File: src/rtl/wb_arb_pkg.sv
// wb_arb_pkg: shared definitions for the writeback arbiter.
//   - default data/register-index widths and queue depth
//   - requester port indices (PORT_ALU / PORT_MEM)
//   - queue entry type {rd, data} at the default widths
package wb_arb_pkg;

  localparam int BIT_WIDTH_DEF  = 32;
  localparam int REG_WIDTH_DEF  = 4;
  localparam int FIFO_DEPTH_DEF = 2;

  localparam logic PORT_ALU = 1'b0;
  localparam logic PORT_MEM = 1'b1;

  typedef struct packed {
    logic [REG_WIDTH_DEF-1:0] rd;
    logic [BIT_WIDTH_DEF-1:0] data;
  } wb_entry_t;

endpackage

File: src/rtl/wb_arbiter_if.sv
// wb_arbiter_if: requester handshakes plus register-file write port.
//   master : requester/testbench side (drives *_valid/*_reg/*_data)
//   slave  : arbiter side (drives *_ready, wb_*, pend_mask, conflict_cnt)
interface wb_arbiter_if #(
  parameter int BIT_WIDTH = wb_arb_pkg::BIT_WIDTH_DEF,
  parameter int REG_WIDTH = wb_arb_pkg::REG_WIDTH_DEF
);
  logic                       alu_valid;
  logic                       alu_ready;
  logic [REG_WIDTH-1:0]       alu_reg;
  logic [BIT_WIDTH-1:0]       alu_data;
  logic                       mem_valid;
  logic                       mem_ready;
  logic [REG_WIDTH-1:0]       mem_reg;
  logic [BIT_WIDTH-1:0]       mem_data;
  logic                       wb_en;
  logic [REG_WIDTH-1:0]       wb_reg;
  logic [BIT_WIDTH-1:0]       wb_data;
  logic [(1<<REG_WIDTH)-1:0]  pend_mask;
  logic [15:0]                conflict_cnt;

  modport master (
    output alu_valid, alu_reg, alu_data, mem_valid, mem_reg, mem_data,
    input  alu_ready, mem_ready, wb_en, wb_reg, wb_data, pend_mask, conflict_cnt
  );

  modport slave (
    input  alu_valid, alu_reg, alu_data, mem_valid, mem_reg, mem_data,
    output alu_ready, mem_ready, wb_en, wb_reg, wb_data, pend_mask, conflict_cnt
  );
endinterface

File: src/rtl/wb_fifo.sv
// wb_fifo: per-requester writeback queue.
//   clk, rst (sync, active-high), flush : clock / clear controls
//   push_i, push_reg_i, push_data_i     : enqueue (ignored when full)
//   pop_i                               : dequeue head (ignored when empty)
//   head_reg_o, head_data_o             : oldest entry
//   count_o                             : occupancy 0..DEPTH
//   ent_vld_o, ent_reg_o                : per-slot view for pending-register tracking
module wb_fifo #(
  parameter int DEPTH = 2,
  parameter int RW    = 4,
  parameter int DW    = 32,
  localparam int CW   = $clog2(DEPTH + 1),
  localparam int PW   = (DEPTH > 1) ? $clog2(DEPTH) : 1
) (
  input  logic                     clk,
  input  logic                     rst,
  input  logic                     flush,
  input  logic                     push_i,
  input  logic [RW-1:0]            push_reg_i,
  input  logic [DW-1:0]            push_data_i,
  input  logic                     pop_i,
  output logic [RW-1:0]            head_reg_o,
  output logic [DW-1:0]            head_data_o,
  output logic [CW-1:0]            count_o,
  output logic [DEPTH-1:0]         ent_vld_o,
  output logic [DEPTH-1:0][RW-1:0] ent_reg_o
);
  logic [DEPTH-1:0][RW-1:0] reg_q;
  logic [DEPTH-1:0][DW-1:0] data_q;
  logic [DEPTH-1:0]         vld_q;
  logic [PW-1:0]            rd_q, wr_q;
  logic [CW-1:0]            cnt_q;
  logic                     do_push, do_pop;

  assign do_push = push_i && (cnt_q < CW'(DEPTH));
  assign do_pop  = pop_i  && (cnt_q != '0);

  // Pointers wrap explicitly so non-power-of-two depths work.
  function automatic logic [PW-1:0] wrap_inc(input logic [PW-1:0] p);
    return (p == PW'(DEPTH - 1)) ? '0 : p + 1'b1;
  endfunction

  // Control state: cleared by reset and flush. A push and pop in the same
  // cycle never touch the same slot (count is strictly between 0 and DEPTH).
  always_ff @(posedge clk) begin
    if (rst || flush) begin
      vld_q <= '0;
      rd_q  <= '0;
      wr_q  <= '0;
      cnt_q <= '0;
    end else begin
      if (do_push) begin
        vld_q[wr_q] <= 1'b1;
        wr_q        <= wrap_inc(wr_q);
      end
      if (do_pop) begin
        vld_q[rd_q] <= 1'b0;
        rd_q        <= wrap_inc(rd_q);
      end
      cnt_q <= cnt_q + CW'(do_push) - CW'(do_pop);
    end
  end

  // Payload storage needs no reset; slot validity lives in vld_q.
  always_ff @(posedge clk) begin
    if (!rst && !flush && do_push) begin
      reg_q[wr_q]  <= push_reg_i;
      data_q[wr_q] <= push_data_i;
    end
  end

  assign head_reg_o  = reg_q[rd_q];
  assign head_data_o = data_q[rd_q];
  assign count_o     = cnt_q;
  assign ent_vld_o   = vld_q;
  assign ent_reg_o   = reg_q;
endmodule

File: src/rtl/wb_arbiter.sv
// wb_arbiter: merges ALU and MEM writebacks into one register-file write port.
//   clk   : clock, all state on posedge
//   rst   : synchronous active-high reset (overrides flush and handshakes)
//   flush : empties both queues, suppresses the next wb_en, drops same-cycle pushes
//   bus   : wb_arbiter_if.slave -- ALU/MEM valid/ready/reg/data in,
//           wb_en/wb_reg/wb_data, pend_mask, conflict_cnt out
// Build option: define WB_ARBITER_PERF_EN to build the saturating contention
// counter behind conflict_cnt; otherwise conflict_cnt is tied to zero.
module wb_arbiter
  import wb_arb_pkg::*;
#(
  parameter int BIT_WIDTH  = BIT_WIDTH_DEF,
  parameter int REG_WIDTH  = REG_WIDTH_DEF,
  parameter int FIFO_DEPTH = FIFO_DEPTH_DEF
) (
  input  logic         clk,
  input  logic         rst,
  input  logic         flush,
  wb_arbiter_if.slave  bus
);
  localparam int CW   = $clog2(FIFO_DEPTH + 1);
  localparam int NREG = 1 << REG_WIDTH;

  logic [1:0]                                 push, pop, ne, rdy;
  logic [1:0][CW-1:0]                         cnt;
  logic [1:0][REG_WIDTH-1:0]                  push_reg, head_reg;
  logic [1:0][BIT_WIDTH-1:0]                  push_data, head_data;
  logic [1:0][FIFO_DEPTH-1:0]                 ent_vld;
  logic [1:0][FIFO_DEPTH-1:0][REG_WIDTH-1:0]  ent_reg;

  assign push_reg[PORT_ALU]  = bus.alu_reg;
  assign push_reg[PORT_MEM]  = bus.mem_reg;
  assign push_data[PORT_ALU] = bus.alu_data;
  assign push_data[PORT_MEM] = bus.mem_data;
  assign push[PORT_ALU]      = bus.alu_valid & rdy[PORT_ALU];
  assign push[PORT_MEM]      = bus.mem_valid & rdy[PORT_MEM];
  assign bus.alu_ready       = rdy[PORT_ALU];
  assign bus.mem_ready       = rdy[PORT_MEM];

  // Arbitration: a lone non-empty head wins; on contention the port not
  // granted last wins. last_q resets to MEM so ALU takes the first conflict.
  logic gnt_vld, gnt_port, last_q, last_d;

  always_comb begin
    gnt_vld = |ne;
    if (&ne) gnt_port = ~last_q;
    else     gnt_port = ne[PORT_MEM] ? PORT_MEM : PORT_ALU;
  end

  for (genvar p = 0; p < 2; p++) begin : g_q
    // ready depends only on occupancy, never on a same-cycle pop
    assign rdy[p] = cnt[p] < CW'(FIFO_DEPTH);
    assign ne[p]  = cnt[p] != '0;
    assign pop[p] = gnt_vld && (gnt_port == 1'(p));

    wb_fifo #(
      .DEPTH (FIFO_DEPTH),
      .RW    (REG_WIDTH),
      .DW    (BIT_WIDTH)
    ) u_fifo (
      .clk         (clk),
      .rst         (rst),
      .flush       (flush),
      .push_i      (push[p]),
      .push_reg_i  (push_reg[p]),
      .push_data_i (push_data[p]),
      .pop_i       (pop[p]),
      .head_reg_o  (head_reg[p]),
      .head_data_o (head_data[p]),
      .count_o     (cnt[p]),
      .ent_vld_o   (ent_vld[p]),
      .ent_reg_o   (ent_reg[p])
    );
  end

  // Writeback output register. wb_reg/wb_data hold when nothing is granted
  // or on flush; only wb_en is forced low.
  logic                 wb_en_q, wb_en_d;
  logic [REG_WIDTH-1:0] wb_reg_q, wb_reg_d;
  logic [BIT_WIDTH-1:0] wb_data_q, wb_data_d;

  always_comb begin
    wb_en_d   = 1'b0;
    wb_reg_d  = wb_reg_q;
    wb_data_d = wb_data_q;
    last_d    = last_q;
    if (!flush && gnt_vld) begin
      wb_en_d   = 1'b1;
      wb_reg_d  = head_reg[gnt_port];
      wb_data_d = head_data[gnt_port];
      last_d    = gnt_port;
    end
  end

  always_ff @(posedge clk) begin
    if (rst) begin
      wb_en_q   <= 1'b0;
      wb_reg_q  <= '0;
      wb_data_q <= '0;
      last_q    <= PORT_MEM;
    end else begin
      wb_en_q   <= wb_en_d;
      wb_reg_q  <= wb_reg_d;
      wb_data_q <= wb_data_d;
      last_q    <= last_d;
    end
  end

  assign bus.wb_en   = wb_en_q;
  assign bus.wb_reg  = wb_reg_q;
  assign bus.wb_data = wb_data_q;

  // Registers still waiting in either queue; the output register is excluded.
  logic [NREG-1:0] pend;
  always_comb begin
    pend = '0;
    for (int p = 0; p < 2; p++)
      for (int e = 0; e < FIFO_DEPTH; e++)
        if (ent_vld[p][e]) pend[ent_reg[p][e]] = 1'b1;
  end
  assign bus.pend_mask = pend;

`ifdef WB_ARBITER_PERF_EN
  // Counts posedges with both queues occupied; only rst clears it.
  logic [15:0] conf_q;
  always_ff @(posedge clk) begin
    if (rst)                              conf_q <= '0;
    else if (&ne && conf_q != 16'hFFFF)   conf_q <= conf_q + 16'd1;
  end
  assign bus.conflict_cnt = conf_q;
`else
  assign bus.conflict_cnt = '0;
`endif
endmodule

File: src/flat_wrapper.sv
// flat-port wrapper written by rule: the top's interface ports become plain ports
module wb_arbiter_flat import wb_arb_pkg::*;
#(
  parameter int BIT_WIDTH  = BIT_WIDTH_DEF,
  parameter int REG_WIDTH  = REG_WIDTH_DEF,
  parameter int FIFO_DEPTH = FIFO_DEPTH_DEF
)
  (clk, rst, flush, bus_alu_valid, bus_alu_reg, bus_alu_data, bus_mem_valid, bus_mem_reg, bus_mem_data, bus_alu_ready, bus_mem_ready, bus_wb_en, bus_wb_reg, bus_wb_data, bus_pend_mask, bus_conflict_cnt);
  wb_arbiter_if #(.BIT_WIDTH(BIT_WIDTH), .REG_WIDTH(REG_WIDTH)) bus_i ();
  input  logic clk;
  input  logic rst;
  input  logic flush;
  input wire logic [$bits(bus_i.alu_valid)-1:0] bus_alu_valid;
  input wire logic [$bits(bus_i.alu_reg)-1:0] bus_alu_reg;
  input wire logic [$bits(bus_i.alu_data)-1:0] bus_alu_data;
  input wire logic [$bits(bus_i.mem_valid)-1:0] bus_mem_valid;
  input wire logic [$bits(bus_i.mem_reg)-1:0] bus_mem_reg;
  input wire logic [$bits(bus_i.mem_data)-1:0] bus_mem_data;
  output wire logic [$bits(bus_i.alu_ready)-1:0] bus_alu_ready;
  output wire logic [$bits(bus_i.mem_ready)-1:0] bus_mem_ready;
  output wire logic [$bits(bus_i.wb_en)-1:0] bus_wb_en;
  output wire logic [$bits(bus_i.wb_reg)-1:0] bus_wb_reg;
  output wire logic [$bits(bus_i.wb_data)-1:0] bus_wb_data;
  output wire logic [$bits(bus_i.pend_mask)-1:0] bus_pend_mask;
  output wire logic [$bits(bus_i.conflict_cnt)-1:0] bus_conflict_cnt;
  assign bus_i.alu_valid = bus_alu_valid;
  assign bus_i.alu_reg = bus_alu_reg;
  assign bus_i.alu_data = bus_alu_data;
  assign bus_i.mem_valid = bus_mem_valid;
  assign bus_i.mem_reg = bus_mem_reg;
  assign bus_i.mem_data = bus_mem_data;
  assign bus_alu_ready = bus_i.alu_ready;
  assign bus_mem_ready = bus_i.mem_ready;
  assign bus_wb_en = bus_i.wb_en;
  assign bus_wb_reg = bus_i.wb_reg;
  assign bus_wb_data = bus_i.wb_data;
  assign bus_pend_mask = bus_i.pend_mask;
  assign bus_conflict_cnt = bus_i.conflict_cnt;
  wb_arbiter #(.BIT_WIDTH(BIT_WIDTH), .REG_WIDTH(REG_WIDTH), .FIFO_DEPTH(FIFO_DEPTH)) u_core (.clk(clk), .rst(rst), .flush(flush), .bus(bus_i));
endmodule
File: config.mk
export PLATFORM = sky130hd
export DESIGN_NAME = wb_arbiter_flat
export DESIGN_NICKNAME = d
export VERILOG_FILES = /design/src/rtl/wb_arb_pkg.sv /design/src/rtl/wb_arbiter_if.sv /design/src/rtl/wb_fifo.sv /design/src/rtl/wb_arbiter.sv /design/src/flat_wrapper.sv
export SDC_FILE = /design/constraint.sdc
export NUM_CORES = 1
export LEC_CHECK = 0
export CAP_MARGIN = 40
export CORE_MARGIN = 4
export CORE_UTILIZATION = 42
export CTS_CLUSTER_DIAMETER = 200
export CTS_CLUSTER_SIZE = 25
export DETAILED_ROUTE_END_ITERATION = 8
export PLACE_DENSITY_LB_ADDON = 0.05
export SLEW_MARGIN = 20
export SYNTH_ARGS = -nofsm -noshare
export SYNTH_HDL_FRONTEND = slang
export SYNTH_HIERARCHICAL = 1
export SYNTH_SLANG_ARGS = --single-unit
File: constraint.sdc
create_clock -name clk -period 4.1 [get_ports clk]
set_input_delay 0.615 -clock clk [delete_from_list [all_inputs] [get_ports clk]]
set_output_delay 0.615 -clock clk [all_outputs]
set_load 0.05 [all_outputs]
Yosys cells after proc, flatten, opt, wreduce, memory -nomap -nowiden
Index checks and enable logic that the tools add are counted.
- add/sub/neg operators: 8
- $lt $le $gt $ge: 19
- multiplexer cells: 57
- bitwise logic cells: 13
- reduce and logical (&&, ||, !) cells: 25
- operators by type and width (kind ; count):
    2-to-1 mux 32 bit ; 8
    bitwise mux 64 bit ; 2
    demux 32 bit (select 1 bit) ; 2
    2-to-1 mux 16 bit ; 4
    OR 16 bit ; 3
    2-to-1 mux 4 bit ; 8
    < comparator 4 x 5 -> 1 bit, second input constant ; 4
    logical AND 1 bit ; 18
    bitwise mux 8 bit ; 2
    demux 1 bit (select 4 bit) ; 4
    >= comparator 4 x 1 -> 1 bit, second input constant ; 4
    2-to-1 mux 1 bit ; 15
    2-to-1 mux 2 bit ; 6
    < comparator 1 x 2 -> 1 bit, second input constant ; 5
    demux 4 bit (select 1 bit) ; 2
    adder 1 bit, second input constant ; 4
    adder 2 x 1 -> 2 bit ; 2
    bitwise AND 2 bit ; 2
    demux 1 bit (select 1 bit) ; 4
    >= comparator 1 bit, second input constant ; 4
    < comparator 2 bit, second input constant ; 2
    NOT 2 bit ; 2
    OR 2 bit ; 2
    nonzero test 2 bit ; 2
    other kinds (7) ; 11
- flip-flop bits (word level): 194
- output and inout port bits: 71
- logic and storage cells: 142

Logic depth before layout (Yosys ltp)
- depth in word-level cells: 11
- depth in mapped cells: 9
- depth with buffers taken out: 7

By module
The synthesis kept the hierarchy.
- modules (own cells, without submodules) (module ; instances ; cells an instance ; area an instance (um^2) ; sequential area each (um^2)):
    wb_fifo ; 2 ; 143 ; 2994.1 ; 2282.2
    wb_arbiter ; 1 ; 315 ; 2767.7 ; 760.7

Worst setup path after synthesis
No wires, ideal clock.
- path kind: input-to-reg
- from: input bus_alu_valid
- to: register u_core/g_q[0].u_fifo/data_q[0] (netlist bit), enable pin
- arrival time: 2.575 ns
- path slack: 1.096 ns
- stages: 5
- path buffers: 1
- cells stage by stage: nor2b_1 > nor2b_2 > buf_6 > nand2_1 > nor2_1
- longest elaborated chain between the ends: 3
- ends and longest elaborated chain (what ; RTL line ; text):
    start: declaration ; flat_wrapper.sv:13 ; input wire logic [$bits(bus_i.alu_valid)-1:0] bus_alu_valid;
    bitwise AND 1 bit ; wb_arbiter.sv:35 ; assign push[PORT_ALU] = bus.alu_valid & rdy[PORT_ALU];
    logical AND 1 bit ; wb_fifo.sv:35 ; assign do_push = push_i && (cnt_q < CW'(DEPTH));
    logical AND 1 bit ; wb_fifo.sv:66 ; if (!rst && !flush && do_push) begin
    end signal: indexed assignment ; wb_fifo.sv:68 ; data_q[wr_q] <= push_data_i;
    end: declaration ; wb_fifo.sv:29 ; logic [DEPTH-1:0][DW-1:0] data_q;
No other way between the ends.
A chain may end at the register's enable or synchronous reset.

Worst setup path after layout
- from: register u_core.g_q[0].u_fifo.reg_q (netlist bit u_core/g_q[0].u_fifo/ent_reg_o[7])
- to: output bus_pend_mask[0]
- longest elaborated chain between the ends: 10
- elaborated cells on any way between the ends: 11
- those cells by class: order compare: 2; mux: 5; bitwise: 3; reduce/logical: 1
- ends and longest elaborated chain (what ; RTL line ; text):
    start: declaration ; wb_fifo.sv:28 ; logic [DEPTH-1:0][RW-1:0] reg_q;
    start signal: indexed assignment ; wb_fifo.sv:67 ; reg_q[wr_q] <= push_reg_i;
    < comparator 4 x 5 -> 1 bit (implied by the code) / >= comparator 4 x 1 -> 1 bit (equally long branches) ; wb_arbiter.sv:119 ; if (ent_vld[p][e]) pend[ent_reg[p][e]] = 1'b1;
    logical AND 1 bit (implied by the code) ; wb_arbiter.sv:119 ;
    2-to-1 mux 1 bit (implied by the code) ; wb_arbiter.sv:119 ;
    demux 1 bit (select 4 bit) (*) ; - ;
    OR 16 bit (no source line) (*) ; - ;
    2-to-1 mux 16 bit (*) ; wb_arbiter.sv:119 ;
    OR 16 bit (no source line) ; - ;
    2-to-1 mux 16 bit (*) ; wb_arbiter.sv:119 ;
    OR 16 bit (no source line) ; - ;
    2-to-1 mux 16 bit (*) ; wb_arbiter.sv:119 ;
    end: declaration ; flat_wrapper.sv:24 ; output wire logic [$bits(bus_i.pend_mask)-1:0] bus_pend_mask;
Every way passes the cells marked *; elsewhere a longest branch is shown, timed or not.

==> summary.log <==
INFO  status         outcome=completed
INFO  placement      dpl.cell_count=970
INFO  logic_synthesis synth.most_common_cell=sky130_fd_sc_hd__edfxtp_1
INFO  logic_synthesis post_synth.cell_area_avg=14.6µm²
INFO  drt            vias_per_cell=5.50
INFO  clock_network  post_cts.repair.setup_buffers=0
INFO  clock_network  cts-buffers-inserted=17
INFO  floorplan      initial_utilization=43.0%
INFO  critical_path  crit_path_start=u_core/g_q[0].u_fifo/ent_reg_o[7]$_DFFE_PP_
INFO  critical_path  critical-path-top-delay-family=buffers and inverters
INFO  drt            post_drt_wl_per_cell=20.9µm
INFO  clock_network  clk_transition_reported_paths=70ps
INFO  critical_path  critical-path-max-stage-delay=800ps
INFO  sta            maxSlewViolCount=0
INFO  critical_path  worst_path_max_delay_cell=sky130_fd_sc_hd__clkdlybuf4s50_1
INFO  global_routing grt_first_pass_wirelength=32600µm
INFO  logic_synthesis synth_cell_types=47
INFO  critical_path  critical_path.cell_chain=or3b_2 > o32ai_1 > a221o_1 > clkdlybuf4s50_1
INFO  drt            dr.first_iter.drc_count=363
INFO  sta            max_slew.worst_pin.slew=775ps
INFO  critical_path  worstReg2RegEnd=u_core/bus.wb_data[17]$_SDFFE_PP0P_
INFO  logic_synthesis synthTopCellsByCount=sky130_fd_sc_hd__edfxtp_1, sky130_fd_sc_hd__dfxtp_1, sky130_fd_sc_hd__nand3b_1
INFO  sta            relSlewSlack=48.4%
INFO  logic_synthesis synth_top_area_share=49.4%
INFO  power          power.switching_fraction=24.9%
INFO  sta            finalSetupViolations=0
INFO  logic_synthesis async_flop_share=0%
INFO  logic_synthesis post_synth_inst_count=601
INFO  floorplan      number_of_i_o_pins=148
INFO  logic_synthesis synth_flop_cell=sky130_fd_sc_hd__edfxtp_1
INFO  placement      numPortBuffers=131
INFO  critical_path  cp.required=3480ps
INFO  power          sequentialPowerShare=49.5%
INFO  sta            timing.setup.tns=0ps
INFO  critical_path  path_buf_inv=1
INFO  critical_path  cp-endpoint=bus_pend_mask[0]
INFO  sta            hold-worst-slack=400ps
INFO  clock_network  skew_pair_late_insertion_delay=430ps
INFO  power          total_switching_power=0.00112W
INFO  floorplan      dieWidth=152µm
INFO  critical_path  timing.setup.critical_path_class=reg -> out
INFO  sta            post-route-min-period=3220ps
INFO  clock_network  cts-root-buf=sky130_fd_sc_hd__clkbuf_16
INFO  clock_network  clock_tree_from_tritoncts=built
INFO  sta            fmax=311MHz
INFO  clock_network  cts-resized-gates=0
INFO  placement      weighted_congestion_reported_at_the_end_of_routability_driven_placement=0.821
INFO  layout         top_register=u_core/g_q.u_fifo/data_q
INFO  power          power.share.combinational=13.5%
INFO  sta            fin_worst_skew=8.14ps
INFO  layout         num-fill-cells=1710
INFO  critical_path  setup.reg_to_reg.worst_slack=1380ps
INFO  clock_network  cts_sinks=194
INFO  layout         utilization=53.4%
INFO  run            cap_viol_max_count=0
INFO  drt            drt_drc_violations_left=0
INFO  sta            finalCritPeriodShare=78.5%
INFO  global_routing antenna_found_initial=0
INFO  placement      place.detailed.hpwl=13700µm
INFO  power          cellLeakagePower=3.50nW
INFO  layout         final_area=10900µm²
INFO  worst_hold_path min_delay_path_depth=2
INFO  layout         num_antenna_cells=0
INFO  floorplan      die_height=152µm
INFO  logic_synthesis ys.warnings.count=6
INFO  critical_path  critical_path_depth=4
INFO  critical_path  startpoint_type=flip-flop
INFO  layout         finish.cell_count_without_fillers=1003
INFO  worst_hold_path hold_path_class=in -> reg
INFO  critical_path  reg2regPathDepth=5
INFO  layout         final_layout_net_count=799
INFO  layout         largest_register_ffs=128
INFO  global_routing first_global_vias=5707
INFO  floorplan      placeableCoreArea=20400µm²
INFO  floorplan      num_rows=52
INFO  critical_path  critical_path.reg2reg.startpoint=u_core/g_q[0].u_fifo/count_o[1]$_SDFF_PP0_
INFO  critical_path  worst-endpoint-arrival=2600ps
INFO  layout         synthToLayoutAreaGrowth=24.3%
INFO  logic_synthesis synth.ff_latch_count=194
INFO  global_routing grt_max_degree=45
INFO  placement      postPlaceCellArea=10300µm²
INFO  sta            report.final.hold_viol_count=0
INFO  floorplan      overall_die_area=23200µm²
INFO  clock_network  cts_hold_buf=0
INFO  clock_network  ctsLongestPathBuffers=2
INFO  logic_synthesis post-synth-top-area-cell=sky130_fd_sc_hd__edfxtp_1
INFO  logic_synthesis synth_top_cells_by_area=sky130_fd_sc_hd__edfxtp_1, sky130_fd_sc_hd__dfxtp_1, sky130_fd_sc_hd__mux2_4, sky130_fd_sc_hd__a311oi_2, sky130_fd_sc_hd__mux2_2
INFO  global_routing track_usage=17.9%
INFO  power          share_clk_of_total_power=37.0%
INFO  power          internal_power=0.00337W
INFO  global_routing grt.overflow.total=0
INFO  logic_synthesis ys_seq_area_share=60.8%
INFO  logic_synthesis synth-edff-count=144
INFO  clock_network  cts-htree-levels=4
INFO  drt            wirelength=21000µm
INFO  drt            dr_total_vias=5517
INFO  logic_synthesis synth_area=8760µm²
INFO  drt            detail-route-antenna-nets=0
INFO  layout         layout-drive-gt1-share=23.2%
INFO  critical_path  worst_setup_path_end_kind=output pin
INFO  critical_path  cp_max_fo=5
INFO  sta            rsz0062_at_grt=false
INFO  power          ir_drop=0.302mV
INFO  drt            firstDrtPassIters=5
INFO  power          p_per_area=413nW/µm²
cell type report:
type                    instances  area, µm²  share of cell area, %
clock inverters                13        160                   1.47
multi-input cells             360       3140                   28.8
inverters                       5       18.8                  0.172
flip-flops and latches        194       5330                   49.0
well taps                     270        338                   3.10
repair buffers                142       1470                   13.5
clock buffers                  19        433                   3.98
through the flow:
step | setup slack (ps) | power [W]
2_1_floorplan | 1100 | 0.00265
3_3_place_gp | 1220 | 0.00285
3_5_place_dp | 1340 | 0.00287
4_1_cts | 876 | 0.00453
5_1_grt | 767 | 0.00467
6_report | 881 | 0.00449
metal layers:
metal	track usage, %	wire, µm	up-vias
met2	30.1	10300	177
met3	3.55	878	21
met4	5.01	303	0
met5	0	0	-
li1	-	-	2574
met1	23.7	9480	2745
kinds of logic (layout without fill, tap and decap cells):
kind of cell	after synthesis	count (layout)	synth area share, %
multiplexers	72	72	10.9
adder cells (fa/ha/maj)	2	2	0.286
AND/OR/NAND/NOR	112	112	8.89
buffers and inverters	62	179	4.44
other	1	16	0.0428
flip-flops	194	194	60.8
XOR/XNOR	6	6	0.600
AO/OA/AOI/OAI	152	152	14.0
how the worst min path moves through the flow:
| stage | start | endpoint | slack [ps] |
|---|---|---|---|
| global route | rst | u_core/g_q[0].u_fifo/wr_q$_SDFFE_PP0N_ | 410 |
| floorplan | u_core/last_q$_SDFFE_PP1P_ | u_core/last_q$_SDFFE_PP1P_ | 480 |
| global placement | u_core/bus.wb_data[22]$_SDFFE_PP0P_ | u_core/bus.wb_data[22]$_SDFFE_PP0P_ | 520 |
| finish | rst | u_core/g_q[0].u_fifo/wr_q$_SDFFE_PP0N_ | 400 |
| detailed placement | u_core/bus.wb_data[22]$_SDFFE_PP0P_ | u_core/bus.wb_data[22]$_SDFFE_PP0P_ | 520 |
| CTS | rst | u_core/g_q[0].u_fifo/wr_q$_SDFFE_PP0N_ | 380 |
power groups by stage:
stage / Clock (W) / Sequential (W) / Combinational, W
detailed placement: 0 / 0.00227 / 0.000602
CTS: 0.00171 / 0.00222 / 0.000604
global route: 0.00180 / 0.00223 / 0.000643
floorplan: 0 / 0.00236 / 0.000289
finish: 0.00166 / 0.00222 / 0.000608
global placement: 0 / 0.00227 / 0.000583
cell usage in the layout, fill, tap and decap left out, drive strengths merged, types with 7 or more instances in the layout:
| cell type | netlist | layout |
|---|---|---|
| edfxtp | 144 | 144 |
| clkdlybuf4s50 | 0 | 130 |
| mux2 | 72 | 72 |
| dfxtp | 50 | 50 |
| o21ai | 41 | 41 |
| nand3b | 40 | 40 |
| a21oi | 38 | 38 |
| a311oi | 36 | 36 |
| clkbuf | 24 | 19 |
| conb | 1 | 16 |
| nor2b | 14 | 14 |
| o221ai | 12 | 12 |
| nor2 | 12 | 12 |
| buf | 33 | 12 |
| a22oi | 8 | 8 |
| nor3 | 7 | 7 |
No activity file was read; power rests on OpenSTA's default activity.
==> RTL change 1 (same flow settings) <==
Build with the macro `WB_ARBITER_PERF_EN` defined.
--- a/src/rtl/wb_arbiter.sv
+++ b/src/rtl/wb_arbiter.sv
@@ -8,2 +8,4 @@
 // counter behind conflict_cnt; otherwise conflict_cnt is tied to zero.
+`define WB_ARBITER_PERF_EN
+
 module wb_arbiter
Check against the original RTL: not equivalent (Yosys sat finds a counterexample within 4 cycles, from zero or initial values and one cycle with rst high).
==> RTL change 1 against the original RTL <==
Clock skew is 0.013 ns higher; sequential cell count is 16 higher; power down 8.1%; setup slack worse by 0.14 ns; area after synthesis rose by 2.5%; first-iteration DRC count down 11%; final area increased by 2.3%; via count rose by 3.3%; synthesized cell count is 5.7% higher; count of clock-buffer cells in the layout stayed put; global-route usage shrank 1.1 points; wire length is 1.9% lower; non-clock buffer count is 15 higher; critical path type unchanged; highest routed layer unchanged.
==> RTL change 1: results <==
{
  "htreeDepth": 1,
  "yosysUniqueCellTypes": 59,
  "grt_max_degree": 51,
  "seq_area_frac_synth_pct": 62.9,
  "synth_top_cells_by_count": "144 x edfxtp_1, 66 x dfxtp_1, 59 x nor2_1",
  "max_stage_delay_ns": 0.89,
  "leakage_nw": 3.82,
  "whs_endpoint": "u_core/bus.wb_reg[3]",
  "dpl_worst_slack_ns": 1.09,
  "io_buffers": 147,
  "wl_met2_um": 10200,
  "hp-start": "u_core/bus.wb_reg[3]",
  "r2r-end": "u_core/g_q[0].u_fifo/ent_reg_o[1]",
  "drt-total-wl_um": 20600,
  "ff2ff_setup_slack_ns": 1.93,
  "grt_pass1_wl_um": 32100,
  "synthTopCellsByArea": "edfxtp_1 48%, dfxtp_1 15%, mux2_4 6.4%, mux2_2 4.5%, mux2i_1 4.1%",
  "finClkSkew_ns": 0.0211,
  "crit_start": "u_core/g_q[1].u_fifo/ent_reg_o[1]",
  "grt_pass1_vias": 5855,
  "clock_latency_ns": 0.46,
  "gp_congestion": 0.843,
  "worstPathArrival_ns": 2.75,
  "hpwlAfterDp_um": 14100,
  "tightest_slew_ns": 0.814,
  "grtUsageMet1_pct": 23.3,
  "fin_crit_sh_pct": 82.0,
  "path_clk_slew_ns": 0.10,
  "status": "complete, no violations",
  "fin_nets": 857,
  "peakVddDrop_uv": 292
}
[RTL change 1: cell types whose count changed after synthesis, moves of 6 or more]
cell	unedited run	this run
a211oi_1	0	38
a21oi_1	38	15
a311oi_1	6	0
a311oi_2	30	0
buf_4	16	0
clkbuf_1	24	14
dfxtp_1	50	66
mux2i_1	0	37
nand2_1	6	17
nand3b_1	40	3
nor2_1	12	59
o21ai_0	37	9
o31ai_1	0	6
[RTL change 1: cell type report]
cell class                      count  area share [%]
Timing Repair Buffer              157            14.2
Clock inverter                      1           0.146
Inverter                            8           0.270
Sequential cell                   210            50.7
Clock buffer                       19            3.12
Multi-Input combinational cell    388            28.4
Tap cell                          275            3.09
[RTL change 1: cells by family after synthesis]
| group | count (synthesis) | share of synthesized area (%) |
|---|---|---|
| AO/OA/AOI/OAI | 110 | 8.97 |
| XOR/XNOR | 6 | 0.585 |
| adder cells (fa/ha/maj) | 3 | 0.418 |
| buffers and inverters | 37 | 2.30 |
| flip-flops | 210 | 62.9 |
| multiplexers | 111 | 15.0 |
| AND/OR/NAND/NOR | 158 | 9.85 |
[RTL change 1: through the flow]
step,instance area [sq um],hold slack (ns),instances,power (W)
final,11100,0.503,1058,0.00413
after global routing,11100,0.520,1058,0.00429
after CTS,11100,0.506,1058,0.00418
after detailed placement,10800,0.481,1038,0.00292
after global placement,10700,0.469,1035,0.00291
after floorplan,8980,0.453,635,0.00270
[RTL change 1: where the power goes]
group | total (W) | switching, W | internal [W]
clock network | 0.00126 | 0.000662 | 0.000602
registers | 0.00237 | 0.0000389 | 0.00233
logic | 0.000498 | 0.000285 | 0.000213
[RTL change 1: critical path, delay by kind of cell, from the launching register on]
family	cells	cell delay, ns
simple gates	1	0.55
buf+inv	1	0.89
flops	1	0.45
compound gates	1	0.41
==> RTL change 2 (same settings) <==
Without the edit above. Take the reset off `wb_data_q` and load it in a clocked block of its own.
--- a/src/rtl/wb_arbiter.sv
+++ b/src/rtl/wb_arbiter.sv
@@ -98,3 +98,2 @@
       wb_reg_q  <= '0;
-      wb_data_q <= '0;
       last_q    <= PORT_MEM;
@@ -103,5 +102,8 @@
       wb_reg_q  <= wb_reg_d;
-      wb_data_q <= wb_data_d;
       last_q    <= last_d;
     end
+  end
+
+  always_ff @(posedge clk) begin
+    wb_data_q <= wb_data_d;
   end
Function: differs if rst is asserted again (counterexample within 4 cycles, from zero or initial values and one cycle with rst high); with rst held inactive, the same outputs for 4 cycles.
==> RTL change 2 against the original RTL <==
Sequential share of layout area rose by 5.0 points; wire length is 16% lower; power decreased by 3.5%; setup slack better by 0.028 ns; final area decreased by 3.8%; register-to-register slack better by 0.37 ns; count of clock-buffer cells in the layout is 1 lower; area after synthesis is 5.5% lower; sequential cell count is the same; largest cell class unchanged; highest routed layer unchanged.
==> RTL change 2: results <==
{
  "switchingPower_w": 0.00101,
  "combPwrFrac_pct": 9.7,
  "grt_max_degree": 39,
  "yosysUniqueCellTypes": 46,
  "whs_ns": 0.524,
  "pwr-share-clk_pct": 38.4,
  "drt-total-wl_um": 17700,
  "status": "complete, no violations",
  "fin_nets": 699,
  "final_cells": 898,
  "drive_above_1_share_pct": 25.0,
  "fillCellCount": 1591,
  "gr-usage-met2_pct": 27.5,
  "grt_pass1_vias": 4708,
  "route.met3.wl_um": 924,
  "placed_area_sq_um": 9880,
  "peakVddDrop_uv": 361,
  "placed_cells": 866,
  "finClkSkew_ns": 0.0122,
  "grt_usage_pct": 16.3,
  "synth_top_cells_by_count": "176 x edfxtp_1, 58 x mux2_2, 38 x mux2_4",
  "seq_area_frac_synth_pct": 68.2,
  "wl_met1_um": 7670,
  "grt_pass1_wl_um": 26900,
  "wl_met2_um": 8880,
  "grt.met3_usage_pct": 3.87
}
-- RTL change 2: changes by cell type after synthesis, moves of 30 or more --
cell      unedited run  this run
a21oi_1             38         6
a311oi_2            30         0
dfxtp_1             50        18
edfxtp_1           144       176
nand3b_1            40         8
o21ai_0             37         6
-- RTL change 2: final cells by class --
| type | instances | share of cell area [%] |
|---|---|---|
| Timing Repair Buffer | 139 | 13.7 |
| Clock buffer | 18 | 4.10 |
| Tap cell | 265 | 3.17 |
| Sequential cell | 194 | 54.0 |
| Inverter | 8 | 0.287 |
| Clock inverter | 14 | 1.57 |
| Multi-Input combinational cell | 260 | 23.3 |
-- RTL change 2: stage by stage --
stage          worst slack [ns]  util (%)
4_1_cts                   0.880      54.0
2_1_floorplan              1.10         -
3_3_place_gp               1.13      50.5
3_5_place_dp               1.07      50.9
6_report                  0.908      54.0
5_1_grt                   0.788      54.0
-- RTL change 2: worst paths after layout --
check	start	to	cells after the start
worst min register to register	u_core/bus.wb_reg[0]	u_core/bus.wb_reg[0]	2
worst max register to register	u_core/g_q[0].u_fifo/count_o[1]	u_core/g_q[1].u_fifo/count_o[1]	8
worst min-delay path	u_core/bus.wb_reg[0]	u_core/bus.wb_reg[0]	2
worst max-delay path	u_core/g_q[0].u_fifo/ent_reg_o[1]	bus_pend_mask[0]	4
-- RTL change 2: kinds of logic (layout without fill, tap and decap cells) --
logic type                 after synthesis  count (layout)  share of synthesized area, %
buffers and inverters                   38             179                          3.34
other                                    1              16                        0.0453
xor gates and xnor gates                 6               6                         0.635
adders and majority gates                2               2                         0.302
muxes                                  104             104                          15.9
and+or+nand+nor                         75              75                          6.22
DFF                                    194             194                          68.2
AOI/OAI and AO/OA                       57              57                          5.32
